### src/rtl/cordic_polar_avg.sv
// Boxcar moving average of CORDIC radius/phase over 2^L samples, with peak |error|
// tracking and a valid/ready output register that flags overwritten results.
module cordic_polar_avg #(
    parameter int unsigned W = 7,
    parameter int unsigned L = 2
) (
    input  logic                clk,
    input  logic                reset,
    input  logic signed [W:0]   r_in,
    input  logic signed [W:0]   phi_in,
    input  logic signed [W:0]   eps_in,
    input  logic                in_valid,
    input  logic                clear,
    input  logic                out_ready,
    output logic signed [W:0]   r_avg,
    output logic signed [W:0]   phi_avg,
    output logic signed [W:0]   eps_peak,
    output logic                out_valid,
    output logic                overrun
);

    localparam int unsigned N  = 1 << L;
    localparam int unsigned SW = W + 1 + L;
    localparam int unsigned CW = L + 1;
    localparam logic signed [W:0] EPS_MIN = {1'b1, {W{1'b0}}};
    localparam logic signed [W:0] EPS_MAX = {1'b0, {W{1'b1}}};

    logic signed [W:0]    r_win   [N];
    logic signed [W:0]    phi_win [N];
    logic signed [SW-1:0] r_sum;
    logic signed [SW-1:0] phi_sum;
    logic [CW-1:0]        cnt;

    logic                 accept;
    logic                 load;
    logic signed [SW-1:0] r_sum_upd;
    logic signed [SW-1:0] phi_sum_upd;
    logic [CW-1:0]        cnt_upd;
    logic signed [W:0]    eps_abs;

    // Incremental sums: add the incoming sample, drop the one falling off the window.
    always_comb begin
        accept      = in_valid && !clear;
        r_sum_upd   = r_sum
                    + $signed({{L{r_in[W]}}, r_in})
                    - $signed({{L{r_win[N-1][W]}}, r_win[N-1]});
        phi_sum_upd = phi_sum
                    + $signed({{L{phi_in[W]}}, phi_in})
                    - $signed({{L{phi_win[N-1][W]}}, phi_win[N-1]});
        cnt_upd     = (cnt == CW'(N)) ? cnt : cnt + CW'(1);
        load        = accept && (cnt_upd == CW'(N));
        eps_abs     = eps_in;
        if (eps_in == EPS_MIN) begin
            eps_abs = EPS_MAX;
        end else if (eps_in[W]) begin
            eps_abs = -eps_in;
        end
    end

    always_ff @(posedge clk or negedge reset) begin
        if (!reset) begin
            for (int i = 0; i < N; i++) begin
                r_win[i]   <= '0;
                phi_win[i] <= '0;
            end
            r_sum     <= '0;
            phi_sum   <= '0;
            cnt       <= '0;
            r_avg     <= '0;
            phi_avg   <= '0;
            eps_peak  <= '0;
            out_valid <= 1'b0;
            overrun   <= 1'b0;
        end else if (clear) begin
            for (int i = 0; i < N; i++) begin
                r_win[i]   <= '0;
                phi_win[i] <= '0;
            end
            r_sum     <= '0;
            phi_sum   <= '0;
            cnt       <= '0;
            r_avg     <= '0;
            phi_avg   <= '0;
            eps_peak  <= '0;
            out_valid <= 1'b0;
            overrun   <= 1'b0;
        end else begin
            if (accept) begin
                r_win[0]   <= r_in;
                phi_win[0] <= phi_in;
                for (int i = 1; i < N; i++) begin
                    r_win[i]   <= r_win[i-1];
                    phi_win[i] <= phi_win[i-1];
                end
                r_sum   <= r_sum_upd;
                phi_sum <= phi_sum_upd;
                cnt     <= cnt_upd;
                if (eps_abs > eps_peak) begin
                    eps_peak <= eps_abs;
                end
            end
            // Slicing bits [L+W:L] is the arithmetic shift by L, i.e. floor division.
            if (load) begin
                r_avg     <= r_sum_upd[L +: W+1];
                phi_avg   <= phi_sum_upd[L +: W+1];
                out_valid <= 1'b1;
                if (out_valid && !out_ready) begin
                    overrun <= 1'b1;
                end
            end else if (out_valid && out_ready) begin
                out_valid <= 1'b0;
            end
        end
    end

endmodule

### config.mk
export PLATFORM = sky130hd
export DESIGN_NAME = cordic_polar_avg
export DESIGN_NICKNAME = d
export VERILOG_FILES = /design/src/rtl/cordic_polar_avg.sv
export SDC_FILE = /design/constraint.sdc
export NUM_CORES = 1
export LEC_CHECK = 0
export ABC_AREA = 1
export ABC_CLOCK_PERIOD_IN_PS = 4600
export CAP_MARGIN = 20
export CORE_MARGIN = 2
export CORE_UTILIZATION = 60
export DETAILED_ROUTE_END_ITERATION = 10
export GPL_ROUTABILITY_DRIVEN = 0
export PLACE_DENSITY = 0.81
export SLEW_MARGIN = 20
export SYNTH_ARGS = -nofsm -noshare
export SYNTH_HDL_FRONTEND = slang
export SYNTH_SLANG_ARGS = --single-unit
### constraint.sdc
create_clock -name clk -period 4.6 [get_ports clk]
set_input_delay 0.46 -clock clk [delete_from_list [all_inputs] [get_ports clk]]
set_output_delay 0.46 -clock clk [all_outputs]
set_load 0.01 [all_outputs]
* Word level (Yosys, flattened, before mapping)
Index checks and enable logic that the tools add are counted.
** Word-level totals
- Memories :: 0
- Register bits after elaboration :: 113
- ROM bits :: 0
- Bits of input ports :: 29
- Bits in latches :: 0
- Word-level logic and storage cells :: 65
- Output and inout port bits :: 26
- Bits in writable memories :: 0
** Operators by class
- Bitwise operators :: 0
- Mux-type cells :: 26
- $lt $le $gt $ge :: 1
- Add/sub/neg operators :: 6
- Divide/modulo/power cells :: 0
- Equal/unequal tests :: 3
- Reductions and logical operators :: 13
- Multipliers :: 0
- Shift-type cells :: 0
** Operators by type and width (number)
- $mux 32 :: 4
- $mux 8 :: 9
- $mux 10 :: 4
- $add 10x8->10 :: 2
- $sub 10x8->10 :: 2
- $mux 3 :: 3
- $eq 8x8->1 const B :: 1
- $gt 8x8->1 :: 1
- $neg 8->8 :: 1
- $reduce_bool 2->1 :: 4
- $eq 3x3->1 const B :: 2
- $mux 1 :: 6
- $logic_and 1x1->1 :: 4
- $reduce_and 2->1 :: 2
- $add 3x1->3 const B :: 1
- $reduce_bool 3->1 :: 1
- $logic_not 1->1 :: 2

* Depth between registers and ports, before layout
- Word-level depth :: 7
- Gate-level depth with buffers :: 19
- Gate-level depth less buffers :: 19

* Worst setup path after synthesis
No wires, ideal clock.
- Path type :: input to register
- Start :: input port eps_in[1]
- End :: register eps_peak[7]
- Arrival :: 2.245 ns
- Required time :: 4.482 ns
- Stages on the path :: 13
- Setup time :: 0.118 ns
- Path slack :: 2.237 ns
- Cells stage by stage :: inv_1 -> ha_1 -> nand3_1 -> nor2_1 -> nand2_1 -> nand3_1 -> ha_1 -> nand2_1 -> nor2_1 -> a21oi_2 -> nand3_1 -> nand3_1 -> nand2_1
** On the way
- Cells in the longest elaborated chain, start to end :: 6
- Elaborated cells on any way between the ends :: 10
- Classes of those cells :: add/sub (1); order compare (1); eq/ne (1); mux (5); reduce/logical (2)
** RTL lines
- start: declaration :: RTL line 11 : input logic signed [W:0] eps_in,
- $neg 8->8 :: RTL line 56 : eps_abs = -eps_in;
- $mux 8 :: RTL line 55 : end else if (eps_in[W]) begin
- $mux 8 (*) :: RTL line 53 : if (eps_in == EPS_MIN) begin
- $gt 8x8->1 or $mux 8 (tied branches) :: RTL line 98 : if (eps_abs > eps_peak) begin
- $reduce_bool 2->1 (no line) or $mux 8 (tied branches)
- $reduce_and 2->1 (no line) or $mux 8 (tied branches)
- end signal: assignment :: RTL line 99 : eps_peak <= eps_abs;
- end: declaration :: RTL line 17 : output logic signed [W:0] eps_peak,
Mark *: on every way between the ends. The rest lies on a longest branch, timed or not. The select of a mux whose other input is x is not followed.
A chain may end at the register's enable or synchronous reset.

* Final worst setup path
- Start :: input port eps_in[7]
- End :: register eps_peak[2]
** On the way
- Cells in the longest elaborated chain, start to end :: 6
- Elaborated cells on any way between the ends :: 10
- Classes of those cells :: add/sub (1); order compare (1); eq/ne (1); mux (5); reduce/logical (2)
** RTL lines (RTL line)
- $neg 8->8 :: 56
- $mux 8 :: 55
- $mux 8 (*) :: 53
- $gt 8x8->1 :: 98
- $reduce_bool 2->1 (no line)
- $reduce_and 2->1 (no line)
Marked as above.

==> results.tsv <==
stage	metric	value	unit
timing	post-route-period-util	0.627	
power_and_ir_drop	peakVddDrop	0.000424	V
status	result_of_the_run	finished, final reports clean	
setup_path	cp-end-kind	register	
global_route	antenna_found_initial	0	
die	std_cell_rows	37	
timing	final-hold-violation-count	0	
timing	clock-skew-final	0.00479	ns
yosys	synth.yosys.seq_area_share	0.451	
cts	post_cts.resized_instances	0	
timing	report.final.setup_viol	0	
place	place_worst_setup_slack	1.24	ns
route	routed_wire_length_per_instance	14.5	um
global_route	globalRouteTotalUtil	0.264	
cts	tritoncts_clock_tree	built	
setup_path	reg2reg_depth	10	
yosys	most_common_flop_cell_mapped_by_yosys	sky130_fd_sc_hd__dfrtp_1	
die	design.core.area	10200	um2
yosys	ys_types	33	
setup_path	critical_path_peak_fanout	9	
min_path	timing.hold.worst.class	input port to async pin	
cts	cts.clk_slew.worst_paths	0.06	ns
finish	final_net_count	878	
yosys	yosysTopAreaCellShare	0.451	
cts	cts-buffers-inserted	17	
route	routed_wirelength	13700	um
timing	report.final.slew_viol_count	0	
yosys	post_synthesis_area_per_instance	8.44	um2
global_route	global_route_wire_length_before_repair	23700	um
timing	final.setup.worst_slack	1.72	ns
yosys	synth_async_sr_flop_share	1.00	
cts	cts-htree-levels	4	
finish	syn_to_final_growth	20.2	%
power_and_ir_drop	totalPowerFinal	0.00370	W
finish	antennaDiodeCount	0	
place	dp_cells	913	
finish	final_design_area_no_fill	7540	um2
finish	ratio_of_cells_with_drive_above_1_in_the_final_layout	0.0654	
finish	final.fill_count	737	
timing	final_period_minus_worst_setup_slack	2.88	ns
route	first_iter_violations	315	
die	dieHeight	106	um
place	dp.final_hpwl	8880	um
place	buffer_ports.inserted	54	
timing	max_slew.worst_pin.slew	1.06	ns
yosys	synth_enable_flop_cells	0	
cts	clk_path_buf_depth	2	
global_route	number_of_global_route_vias_before_repair	5273	
die	floorplan.initialDensity	0.613	
setup_path	cp_data_arrival_time	3.29	ns
die	floorplan.die.width	106	um
run	maxCapViolCount	0	
route	number_of_nets_with_antenna_violations_after_routing	0	
yosys	synth.yosys.warnings	0	
power_and_ir_drop	power-per-cell-area	491	nW/um2
timing	final.setup.tns	0	ns
setup_path	worst_setup_path_start_kind	input port	
route	drt_drc	0	
cts	post_cts.repair.setup_buffers	0	
place	placed_cell_area	6890	um2
timing	timing.fmax	347	MHz
yosys	netlist_area	6270	um2
timing	relSlewSlack	0.291	
route	post_drt_via_cell_ratio	5.42	
global_route	largest_net_degree_at_the_start_of_global_routing	79	
yosys	synthCells	743	
setup_path	reg2reg_from	r_win[2]	
setup_path	r2r_setup_slack	2.28	ns
cts	clock_sink_count	113	
finish	instances_no_fill	947	
setup_path	timing.rr.end	r_sum[5]	
setup_path	worst-endpoint-required	5.01	ns
yosys	ff_latch_count_synth	113	
die	io_pins	55	
global_route	overflow_left_after_global_routing	0	
cts	cts.root.buffer_cell	sky130_fd_sc_hd__clkbuf_8	
timing	rsz_0062_raised_after_global_routing	no	
die	die_area	11300	um2
setup_path	path_class	input port to register	
route	total_vias_in_the_final_route	5135	
power_and_ir_drop	leakage_component_of_the_power	3.77	nW
yosys	cell_type_with_the_largest_total_area_after_synthesis	sky130_fd_sc_hd__dfrtp_1	
route	detail_route.first_pass.iterations	7	
yosys	synth_fp_nets	823	
cts	worst_skew_pair.late_latency	0.52	ns
yosys	ys_top_cells_by_area	sky130_fd_sc_hd__dfrtp_1, sky130_fd_sc_hd__inv_1, sky130_fd_sc_hd__nand2_1	
==> state kept, by name, indices dropped and copies added, names as in the netlist, 3 cells and up <==
| signal | cells |
|---|---|
| phi_win | 32 |
| r_win | 32 |
| phi_sum | 10 |
| r_sum | 10 |
| eps_peak | 8 |
| phi_avg | 8 |
| r_avg | 8 |
| cnt | 3 |
==> critical path, stage by stage <==
cell                              delay, ns
sky130_fd_sc_hd__clkdlybuf4s50_1       0.62
sky130_fd_sc_hd__inv_1                 0.14
sky130_fd_sc_hd__nor2_1                0.23
sky130_fd_sc_hd__inv_1                 0.09
sky130_fd_sc_hd__nor4_1                0.28
sky130_fd_sc_hd__ha_1                  0.32
sky130_fd_sc_hd__nand2_1               0.13
sky130_fd_sc_hd__nor2_1                0.08
sky130_fd_sc_hd__a21oi_2               0.34
sky130_fd_sc_hd__nand3_1               0.35
sky130_fd_sc_hd__nand3_1               0.18
sky130_fd_sc_hd__nand2_1               0.07
==> cell usage after synthesis (all sizes together), types with 15 or more instances <==
library cell / count
nand4: 23
nand2: 160
a21oi: 18
clkbuf: 15
fa: 18
o22ai: 50
inv: 170
dfrtp: 113
o21ai: 53
nand3: 34
nor2: 24
ha: 33
==> kinds of logic (layout without fill, tap and decap cells) <==
family | Yosys count | after routing | synth area share
xor gates and xnor gates | 7 | 7 | 0.00978
DFF | 113 | 113 | 0.451
and+or+nand+nor | 250 | 250 | 0.174
buffers and inverters | 192 | 260 | 0.118
AOI/OAI and AO/OA | 130 | 130 | 0.124
adders and majority gates | 51 | 51 | 0.123
==> layout by cell type (no fill, tap or decap), types with 2 or more instances in the layout <==
cell type / n
sky130_fd_sc_hd__inv_1: 166
sky130_fd_sc_hd__a21oi_1: 17
sky130_fd_sc_hd__ha_1: 33
sky130_fd_sc_hd__a21o_1: 2
sky130_fd_sc_hd__or2_2: 2
sky130_fd_sc_hd__xor2_1: 5
sky130_fd_sc_hd__nand3_1: 34
sky130_fd_sc_hd__clkbuf_8: 6
sky130_fd_sc_hd__nand2_1: 159
sky130_fd_sc_hd__bufinv_16: 3
sky130_fd_sc_hd__xnor2_1: 2
sky130_fd_sc_hd__nand3b_1: 4
sky130_fd_sc_hd__o21ai_2: 5
sky130_fd_sc_hd__dfrtp_1: 113
sky130_fd_sc_hd__clkbuf_16: 16
sky130_fd_sc_hd__nand4_1: 23
sky130_fd_sc_hd__o21a_1: 4
sky130_fd_sc_hd__o21ai_1: 3
sky130_fd_sc_hd__nor2_1: 21
sky130_fd_sc_hd__o21ai_0: 45
sky130_fd_sc_hd__buf_4: 3
sky130_fd_sc_hd__o22ai_1: 50
sky130_fd_sc_hd__fa_1: 18
sky130_fd_sc_hd__clkinv_2: 3
sky130_fd_sc_hd__clkinvlp_4: 3
sky130_fd_sc_hd__clkdlybuf4s50_1: 53
sky130_fd_sc_hd__inv_2: 4
==> metrics by stage <==
stage | hold WS [ns] | utilization
global route | 0.450 | 0.737
finish | 0.428 | 0.737
CTS | 0.136 | 0.734
floorplan | 0.164 | -
detailed placement | 0.471 | 0.674
global placement | 0.459 | 0.674
==> final cells by class <==
class,count,area [um2],share of cell area
multi-input cells,438,2700,0.359
inverters,170,638,0.0847
flip-flops and latches,113,2830,0.375
clock buffers,23,487,0.0646
clock inverters,9,128,0.0169
well taps,136,170,0.0226
repair buffers,58,583,0.0774
==> worst max path at each step <==
stage | from | to | slack [ns] | depth (start not counted)
2_1_floorplan | eps_in[1] | eps_peak[7] | 2.24 | 13
3_3_place_gp | eps_in[7] | eps_peak[7] | 1.46 | 12
3_5_place_dp | eps_in[7] | eps_peak[3] | 1.24 | 12
4_1_cts | eps_in[7] | eps_peak[2] | 1.76 | 12
5_1_grt | eps_in[7] | eps_peak[2] | 1.45 | 12
6_report | eps_in[7] | eps_peak[2] | 1.72 | 12
==> power by group <==
part	leakage, nW	internal [W]	switching (W)	total (W)
Clock	0.296	0.000894	0.000454	0.00135
Combinational	1.95	0.000469	0.000719	0.00119
Sequential	1.53	0.00111	0.0000618	0.00117
Total	3.77	0.00247	0.00124	0.00370
==> per-layer routing <==
metal	track usage	vias to the layer above	part of all wire
met2	0.443	138	0.50
met3	0.0736	26	0.057
met1	0.335	2489	0.43
met4	0.0818	0	0.016
li1	-	2482	-
met5	0	-	0
==> timing repair <==
item,CTS,global route
hold buffers,0,1
setup endpoints to repair,0,0
hold endpoints to repair,0,32
Power figures use the tool's default switching activity.
